[src/rtl/mul_share_pkg.sv]
// Shared widths and payload types for the multiplier-sharing arbiter slice.
package mul_share_pkg;

  localparam int OP_W     = 8;
  localparam int RES_W    = 16;
  localparam int MAX_ID_W = 4;

  typedef struct packed {
    logic [OP_W-1:0] a;
    logic [OP_W-1:0] b;
  } operand_t;

  // id is sized for the largest supported requester count; narrower builds use the low bits
  typedef struct packed {
    logic [MAX_ID_W-1:0] id;
    logic [RES_W-1:0]    o;
  } response_t;

endpackage

[src/rtl/multiplier.sv]
// Exact 8x8 unsigned multiplier datapath shared by the arbiter.
module multiplier (
  input  logic [7:0]  A,
  input  logic [7:0]  B,
  output logic [15:0] O
);

  assign O = A * B;

endmodule

[src/rtl/rr_arbiter.sv]
// Combinational round-robin grant search starting at ptr, via a doubled request vector.
module rr_arbiter #(
  parameter int NUM_REQ = 4,
  parameter int ID_W    = $clog2(NUM_REQ)
) (
  input  logic [NUM_REQ-1:0] req,
  input  logic [ID_W-1:0]    ptr,
  output logic [NUM_REQ-1:0] grant_onehot,
  output logic [ID_W-1:0]    grant_idx,
  output logic               any_req
);

  logic [2*NUM_REQ-1:0] dbl;
  logic [NUM_REQ-1:0]   rot;
  logic [ID_W:0]        sum;
  logic                 found;

  assign dbl     = {req, req};
  assign rot     = NUM_REQ'(dbl >> ptr);
  assign any_req = |req;

  always_comb begin
    found        = 1'b0;
    sum          = '0;
    grant_idx    = '0;
    grant_onehot = '0;
    for (int unsigned i = 0; i < NUM_REQ; i++) begin
      if (!found && rot[i]) begin
        found = 1'b1;
        sum   = {1'b0, ptr} + (ID_W+1)'(i);
        if (sum >= (ID_W+1)'(NUM_REQ)) sum = sum - (ID_W+1)'(NUM_REQ);
        grant_idx = sum[ID_W-1:0];
      end
    end
    if (found) grant_onehot[grant_idx] = 1'b1;
  end

endmodule

[src/rtl/mul_share_arbiter.sv]
// Round-robin sharing of one 8x8 multiplier among NUM_REQ requesters,
// two-stage pipeline (operand register, result register) with a tagged response channel.
module mul_share_arbiter
  import mul_share_pkg::*;
#(
  parameter int NUM_REQ = 4,
  parameter int ID_W    = $clog2(NUM_REQ)
) (
  input  logic                          clk,
  input  logic                          rst_n,
  input  logic [NUM_REQ-1:0]            req_valid,
  output logic [NUM_REQ-1:0]            req_ready,
  input  logic [NUM_REQ-1:0][OP_W-1:0]  req_a,
  input  logic [NUM_REQ-1:0][OP_W-1:0]  req_b,
  output logic                          rsp_valid,
  input  logic                          rsp_ready,
  output logic [ID_W-1:0]               rsp_id,
  output logic [RES_W-1:0]              rsp_o,
  output logic [15:0]                   ops_done
);

  logic                 op_valid;
  operand_t             op_q;
  logic [ID_W-1:0]      op_id;
  logic [ID_W-1:0]      rr_ptr;
  response_t            s2_q;

  logic                 s2_load;
  logic                 s1_free;
  logic                 accept;
  logic                 any_req;
  logic [NUM_REQ-1:0]   grant_onehot;
  logic [ID_W-1:0]      grant_idx;
  logic [ID_W-1:0]      next_ptr;
  logic [RES_W-1:0]     product;
  logic                 unused_id_bits;

  rr_arbiter #(
    .NUM_REQ (NUM_REQ),
    .ID_W    (ID_W)
  ) u_arb (
    .req          (req_valid),
    .ptr          (rr_ptr),
    .grant_onehot (grant_onehot),
    .grant_idx    (grant_idx),
    .any_req      (any_req)
  );

  multiplier u_mul (
    .A (op_q.a),
    .B (op_q.b),
    .O (product)
  );

  assign s2_load   = op_valid && (!rsp_valid || rsp_ready);
  assign s1_free   = !op_valid || s2_load;
  // rst_n gates ready so nothing is handed over on a reset edge
  assign accept    = rst_n && s1_free && any_req;
  assign req_ready = accept ? grant_onehot : '0;
  assign next_ptr  = (grant_idx == ID_W'(NUM_REQ - 1)) ? '0 : grant_idx + ID_W'(1);

  assign rsp_id         = s2_q.id[ID_W-1:0];
  assign rsp_o          = s2_q.o;
  assign unused_id_bits = ^s2_q.id;

  always_ff @(posedge clk) begin
    if (!rst_n) begin
      op_valid  <= 1'b0;
      op_q      <= '0;
      op_id     <= '0;
      rr_ptr    <= '0;
      rsp_valid <= 1'b0;
      s2_q      <= '0;
      ops_done  <= '0;
    end else begin
      if (accept) begin
        op_valid <= 1'b1;
        op_q     <= '{a: req_a[grant_idx], b: req_b[grant_idx]};
        op_id    <= grant_idx;
        rr_ptr   <= next_ptr;
      end else if (s2_load) begin
        op_valid <= 1'b0;
      end

      if (s2_load) begin
        rsp_valid <= 1'b1;
        s2_q      <= '{id: MAX_ID_W'(op_id), o: product};
      end else if (rsp_valid && rsp_ready) begin
        rsp_valid <= 1'b0;
      end

      if (rsp_valid && rsp_ready) ops_done <= ops_done + 16'd1;
    end
  end

endmodule

[config.mk]
export PLATFORM = sky130hd
export DESIGN_NAME = mul_share_arbiter
export DESIGN_NICKNAME = d
export VERILOG_FILES = /design/src/rtl/mul_share_pkg.sv /design/src/rtl/multiplier.sv /design/src/rtl/rr_arbiter.sv /design/src/rtl/mul_share_arbiter.sv
export SDC_FILE = /design/constraint.sdc
export NUM_CORES = 1
export LEC_CHECK = 0
export CAP_MARGIN = 10
export CORE_MARGIN = 3
export CORE_UTILIZATION = 45
export CTS_CLUSTER_DIAMETER = 200
export DETAILED_ROUTE_END_ITERATION = 10
export GPL_ROUTABILITY_DRIVEN = 0
export PLACE_DENSITY = 0.74
export SLEW_MARGIN = 20
export SYNTH_ARGS = -nofsm -noshare
export SYNTH_HDL_FRONTEND = slang
export SYNTH_SLANG_ARGS = --single-unit
[constraint.sdc]
create_clock -name clk -period 6.8 [get_ports clk]
set_clock_uncertainty 0.15 [all_clocks]
set_input_delay 0.68 -clock clk [delete_from_list [all_inputs] [get_ports clk]]
set_output_delay 0.68 -clock clk [all_outputs]
set_load 0.05 [all_outputs]
==> results of run 1 <==
==> state kept, by name, indices dropped and copies added, names as in the netlist <==
name	cells
rr_ptr	2
rsp_id	2
ops_done	16
op_id	2
op_q	16
rsp_o	16
op_valid	1
rsp_valid	1
==> final cells by class <==
| type | instances | share of cell area [%] |
|---|---|---|
| multi-input combinational | 401 | 55.6 |
| clock buffer | 6 | 1.19 |
| timing repair buffer | 110 | 18.1 |
| clock inverter | 2 | 0.227 |
| tap | 136 | 2.80 |
| sequential | 56 | 18.5 |
| inverter | 58 | 3.60 |
==> layer usage <==
metal | global-route usage, % | part of all wire, %
met1 | 25.3 | 43
met2 | 34.7 | 50
met3 | 2.94 | 5.2
met4 | 5.79 | 1.8
met5 | 0 | 0
==> power by group <==
part           total [mW]  switching [mW]  internal (mW)  leakage (nW)
sequential          0.405          0.0457          0.359         0.459
combinational       0.476           0.266          0.210          2.13
clock               0.194           0.120         0.0740        0.0456
total                1.07           0.432          0.643          2.63
==> worst paths after layout <==
check	startpoint	cells after the start	slack [ns]	endpoint
max	op_q[6]	13	2.30	rsp_o[12]
min	op_id[0]	2	0.31	op_id[0]
max reg2reg	op_q[6]	13	2.30	rsp_o[12]
min reg2reg	op_id[0]	2	0.31	op_id[0]
==> cell families (layout without fill, tap and decap cells) <==
family / count (synthesis) / in the layout / share of synthesized area (%)
flops: 56 / 56 / 23.1
buf+inv: 78 / 176 / 7.30
simple gates: 189 / 189 / 21.1
xor+xnor: 17 / 17 / 3.07
mux: 35 / 35 / 7.22
compound gates: 83 / 83 / 12.8
fa+ha+maj: 77 / 77 / 25.4
==> tightest hold or removal path, stage by stage (launching register included) <==
cell and delay [ns]:
dfxtp_1 0.33, nand2_1 0.06, nand2_1 0.04
==> cells in the mapped netlist, types with 6 or more instances <==
master / instances / share of area [%]
nand3_1: 17 / 1.8
o221ai_1: 6 / 1.1
inv_1: 57 / 4.4
mux2i_1: 35 / 7.2
ha_1: 41 / 11
and2_1: 53 / 6.8
a21oi_1: 24 / 2.5
o21ai_0: 14 / 1.4
nand2_1: 50 / 3.9
xor2_1: 8 / 1.4
xnor2_1: 9 / 1.6
nor3_1: 7 / 0.72
o221ai_2: 10 / 3.1
a211oi_1: 9 / 1.4
dfxtp_1: 56 / 23
clkbuf_1: 7 / 0.54
nor2_1: 26 / 2.0
fa_1: 36 / 15
==> layout by cell type (no fill, tap or decap), types with 3 or more instances in the layout <==
| cell | n |
|---|---|
| clkdlybuf4s50_1 | 109 |
| inv_1 | 57 |
| dfxtp_1 | 56 |
| and2_1 | 53 |
| nand2_1 | 50 |
| ha_1 | 41 |
| fa_1 | 36 |
| mux2i_1 | 35 |
| nor2_1 | 26 |
| a21oi_1 | 24 |
| nand3_1 | 17 |
| o21ai_0 | 14 |
| o221ai_2 | 10 |
| xnor2_1 | 9 |
| a211oi_1 | 9 |
| xor2_1 | 8 |
| nor3_1 | 7 |
| o221ai_1 | 6 |
| nand4_1 | 5 |
| or3_1 | 5 |
| clkbuf_8 | 5 |
| and2_2 | 4 |
| nand2b_1 | 3 |
| and3_1 | 3 |
| o31ai_1 | 3 |
| a21o_1 | 3 |
==> per-stage QoR <==
stage	hold slack, ns	setup slack, ns	std cells	power [mW]	area [sq um]
6_report	0.312	2.30	769	1.07	6070
5_1_grt	0.333	2.05	769	1.17	6070
4_1_cts	0.316	2.29	769	1.09	6070
3_5_place_dp	0.299	2.32	761	0.891	5990
3_3_place_gp	0.289	2.45	761	0.876	5990
2_1_floorplan	0.273	2.69	535	0.745	4850
==> impl_results.md, run 1 <==
- Status: completed
- IR drop worst, VDD: 100 uV
- Worst path slowest cell: fa_1
- Multi-input gate area: 3380 sq um
- RSZ-0062 raised after global routing: no
- Setup violators final: 0
- Worst Path Buf+Inv: 2
- Die Wd: 110 microns
- Yosys cell types: 53
- DIE HEIGHT: 110 microns
- Clock Path Buffers: 2
- CP peak stage delay: 0.54 ns
- Global-route wire length before repair: 19400 microns
- Max-slew headroom: 29.3%
- CP Launch Type: flip-flop
- CP top delay family: adder cells
- Crit path max fanout: 9
- CTS Hold Bufs: 0
- N_diodes: 0
- Drt wl/cell: 14.7 microns
- CTS sink count: 56
- Avg Inst Size Synth: 9.07 sq um
- Share of layout cells above drive strength 1: 5.37%
- Hold crit path type: reg -> reg
- Total number of vias: 4085
- PortBufs: 109
- Final #Nets: 780
- Final period util: 66.1%
- Fmax: 0.222 GHz
- All-Layer GR Usage: 19.9%
- Filler Cells Inserted: 940
- Max Cap Viol: 0
- Finished Core Util: 58.3%
- Initial core utilization: 46.6%
- Tmin final: 4.50 ns
- Synth warn: 0
- Syn Nets: 683
- Root buf cell: clkbuf_8
- Predominant post-synthesis flop cell: dfxtp_1
- CP Cell Sequence: and2_1 > fa_1 > fa_1 > fa_1 > inv_1 > fa_1 > inv_1 > ha_1 > a211oi_1 > o211ai_1 > a41oi_1 > xor2_1 > o21ai_0
- Post-synth ARST share: 0%
- Antenna violations before repair: 0
- Post-Syn Area: 4850 sq um
- Cell mode on critical path: fa_1
- Hold Vio Cnt, Final: 0
- Htree depth: 2
- Die ar.: 12100 sq um
- Crit. End Element: flip-flop
- Largest net degree at the start of global routing: 38
- EDFF count, synth: 0
- Core ar.: 10400 sq um
- Pleak: 2.63 nW
- CTS resizes: 0
- TNS Setup: 0 ns
- Worst Tran Pin Value: 1.06 ns
- Mean number of vias per cell: 5.31
- # Post-CTS Setup Buffers: 0
- Vias in the first global route: 4228
- Pwr Density: 177 nW/um^2
- DP HPWL: 9140 microns
- Overflow after GRT: 0
- Max Slew Vio Count: 0
- Worst skew pair latency: 0.32 ns
- WS Path Type: reg -> reg
- Yosys reg bits: 56
- CTS tree: done
- Sequential cell area fraction in the yosys report: 23.1%
- Layout area overhead: 25.2%
- Worst EP arrival: 4.56 ns
- Pre-Repair DR Iteration Count: 4
- CP Data Required Time: 6.86 ns
- Total routed wirelength: 11300 microns
- DR DRC count: 0
- Mapped Cells: 535
- Num CTS Buffers: 5
- Ports: 110
- Sequential standard cell area: 1120 sq um
- Num rows: 37
- Clock slew at reported path FFs: 0.11 ns
- Starting DRT DRC Count: 242
- Post-DRT Antenna Nets: 0
No activity file was read; power rests on OpenSTA's default activity.
==> run 2: changes to the inputs <==
--- a/config.mk
+++ b/config.mk
@@ -11,7 +11,7 @@
 export CTS_CLUSTER_DIAMETER = 200
 export DETAILED_ROUTE_END_ITERATION = 10
 export GPL_ROUTABILITY_DRIVEN = 0
-export PLACE_DENSITY = 0.74
+export PLACE_DENSITY = 0.77
 export SLEW_MARGIN = 20
 export SYNTH_ARGS = -nofsm -noshare
 export SYNTH_HDL_FRONTEND = slang
==> constraint.sdc (replaced) <==
create_clock -name clk -period 4.1 [get_ports clk]
set_clock_uncertainty 0.15 [all_clocks]
set_input_delay 0.41 -clock clk [delete_from_list [all_inputs] [get_ports clk]]
set_output_delay 0.41 -clock clk [all_outputs]
set_load 0.05 [all_outputs]
==> impl_results.md, run 2 (synthesis gave the netlist of run 1 again) <==
- Largest net degree at the start of global routing: 38 (unchanged)
- Total routed wirelength: 12000 microns (+5.8%)
- Tmin final: 4.04 ns (-0.451 ns)
- DP HPWL: 9570 microns (+4.8%)
- Clock slew at reported path FFs: 0.11 ns (about the same)
- Htree depth: 2 (unchanged)
- DR DRC count: 0 (unchanged)
- Worst skew pair latency: 0.32 ns (about the same)
- All-Layer GR Usage: 20.8% (+0.98 points)
- Reg-to-reg setup timing slack: 0.06 ns (-2.25 ns)
- Hold Vio Cnt, Final: 0 (unchanged)
- Crit path max fanout: 6 (-3)
- FF-to-FF path depth: 14 (+1)
- Hold endpoint: op_id[0]
- Most frequent cells in the layout: clkdlybuf4s50_1, inv_1, nand2_1
- CP Data Required Time: 4.19 ns (-2.67 ns)
- Ports: 110 (unchanged)
- Drt wl/cell: 14.9 microns (+1.2%)
- Mean number of vias per cell: 5.32 (+0.24%)
- Hold Crit Depth: 2 (unchanged)
- IR drop worst, VDD: 162 uV (+62%)
- Post-DRT Antenna Nets: 0 (unchanged)
- Cell mode on critical path: fa_1
- Final #Nets: 815 (+4.5%)
- CP peak stage delay: 0.52 ns (-0.02 ns)
- CP Cell Sequence: buf_4 > and2_1 > fa_2 > fa_1 > fa_1 > inv_1 > fa_1 > inv_2 > ha_4 > o21a_1 > o31a_1 > o31ai_2 > xor2_1 > a211oi_1
- Antenna violations before repair: 0 (unchanged)
- Hold crit path type: reg -> reg
- Final Cell Area: 6530 sq um (+7.5%)
- Root buf cell: clkbuf_8
- Critical R2R Capture: rsp_o[11]
- Setup violators final: 0 (unchanged)
- CTS Hold Bufs: 0 (unchanged)
- Num rows: 37 (unchanged)
- Hold path start: op_id[0]
- Final period util: 98.6% (+33 points)
- Num CTS Buffers: 5 (unchanged)
- CP Launch Type: flip-flop
- PortBufs: 109 (unchanged)
- Tot Pwr: 1.98 mW (+84%)
- Starting DRT DRC Count: 205 (-15%)
- Pre-Repair DR Iteration Count: 4 (unchanged)
- Die Wd: 110 microns (unchanged)
- Status: completed
- R2R Path Start: op_q[2]
- WS Path Type: reg -> reg
- Max Cap Viol: 0 (unchanged)
- Non-Filler Instances: 804 (+4.6%)
- Worst Tran Pin Value: 0.960 ns (-0.100 ns)
- Vias in the first global route: 4623 (+9.3%)
- Overflow after GRT: 0 (unchanged)
- CTS sink count: 56 (unchanged)
- Max Slew Vio Count: 0 (unchanged)
- Fmax: 0.247 GHz (+11%)
- DIE HEIGHT: 110 microns (unchanged)
- Placed Area: 6220 sq um (+3.8%)
- Pwr Density: 304 nW/um^2 (+72%)
- Global-route wire length before repair: 20500 microns (+5.7%)
- Commonest non-fill, non-tap cell in the layout: clkdlybuf4s50_1
- Layout area overhead: 34.5%
- Max-slew headroom: 36.0% (+6.7 points)
- Clock Path Buffers: 2 (unchanged)
- Post-Place Cells: 792 (+4.1%)
- Total number of vias: 4281 (+4.8%)
- Worst path slowest cell: fa_1
- Worst EP arrival: 4.13 ns (-0.43 ns)
- RSZ-0062 raised after global routing: yes
- Pleak: 2.81 nW (+6.7%)
- Die ar.: 12100 sq um (unchanged)
- Crit. End Element: flip-flop
- Core ar.: 10400 sq um (unchanged)
- CTS tree: done
- Share of layout cells above drive strength 1: 18.1% (+13 points)
- N_diodes: 0 (unchanged)
- Initial core utilization: 46.6% (unchanged)
run 2: cell count changes in the layout (fill, tap and decap cells not counted), sizes merged:
cell,previous run,this run
clkdlybuf4s50,109,107
buf,1,38
run 2: per-stage QoR:
stage	utilization, %	TNS, ns	worst slack (ns)	hold WS [ns]
CTS	62.1	0	0.00994	0.308
global placement	59.7	-0.255	-0.0638	0.287
global route	62.7	-0.362	-0.103	0.326
finish	62.7	0	0.0554	0.308
detailed placement	59.7	-1.07	-0.251	0.291
floorplan	-	0	0.0367	0.273
run 2: report_power, final:
group / total [mW] / switching (mW) / internal (mW)
registers: 0.666 / 0.0637 / 0.602
logic: 1.00 / 0.527 / 0.477
clock network: 0.312 / 0.189 / 0.123
run 2: worst max path at each step:
stage / start / endpoint / cells after the start
2_1_floorplan: op_q[7] / rsp_o[11] / 14
3_5_place_dp: op_q[11] / rsp_o[14] / 13
6_report: op_q[2] / rsp_o[11] / 14
4_1_cts: op_q[9] / rsp_o[11] / 14
3_3_place_gp: op_q[9] / rsp_o[11] / 14
5_1_grt: op_q[2] / rsp_o[11] / 14
run 2: worst max-delay path, delay by kind of cell (launching register included):
family                     cells  cell delay, ns
AOI/OAI and AO/OA              4            0.75
DFF                            1            0.39
xor gates and xnor gates       1            0.15
adders and majority gates      5            2.13
and+or+nand+nor                1            0.15
buffers and inverters          3            0.25
run 2: final cells by class:
type | count | area, sq um
inverters | 58 | 219
repair buffers | 145 | 1360
fillers | 882 | 3890
multi-input cells | 401 | 3540
clock inverters | 2 | 13.8
flip-flops and latches | 56 | 1160
well taps | 136 | 170
clock buffers | 6 | 72.6
run 2: layer usage:
metal	share of wire [%]	vias to the layer above	track usage (%)
li1	-	2092	-
met1	43	2089	26.4
met2	52	85	37.3
met3	3.3	15	2.35
met4	1.2	0	5.61
met5	0	-	0
run 2: repair_timing:
| action | CTS | global route |
|---|---|---|
| gates resized for setup | 44 | 21 |
| buffers inserted | 3 | 1 |
| setup endpoints to repair | 8 | 9 |
| pin swaps | 26 | 26 |
==> run 3: changes to the inputs <==
--- a/config.mk
+++ b/config.mk
@@ -8,7 +8,7 @@
 export CAP_MARGIN = 10
 export CORE_MARGIN = 3
 export CORE_UTILIZATION = 45
-export CTS_CLUSTER_DIAMETER = 200
+export CTS_CLUSTER_DIAMETER = 120
 export DETAILED_ROUTE_END_ITERATION = 10
 export GPL_ROUTABILITY_DRIVEN = 0
 export PLACE_DENSITY = 0.77
==> results of run 3 <==
The final DEF is identical to that of run 2; final timing and power are the same.
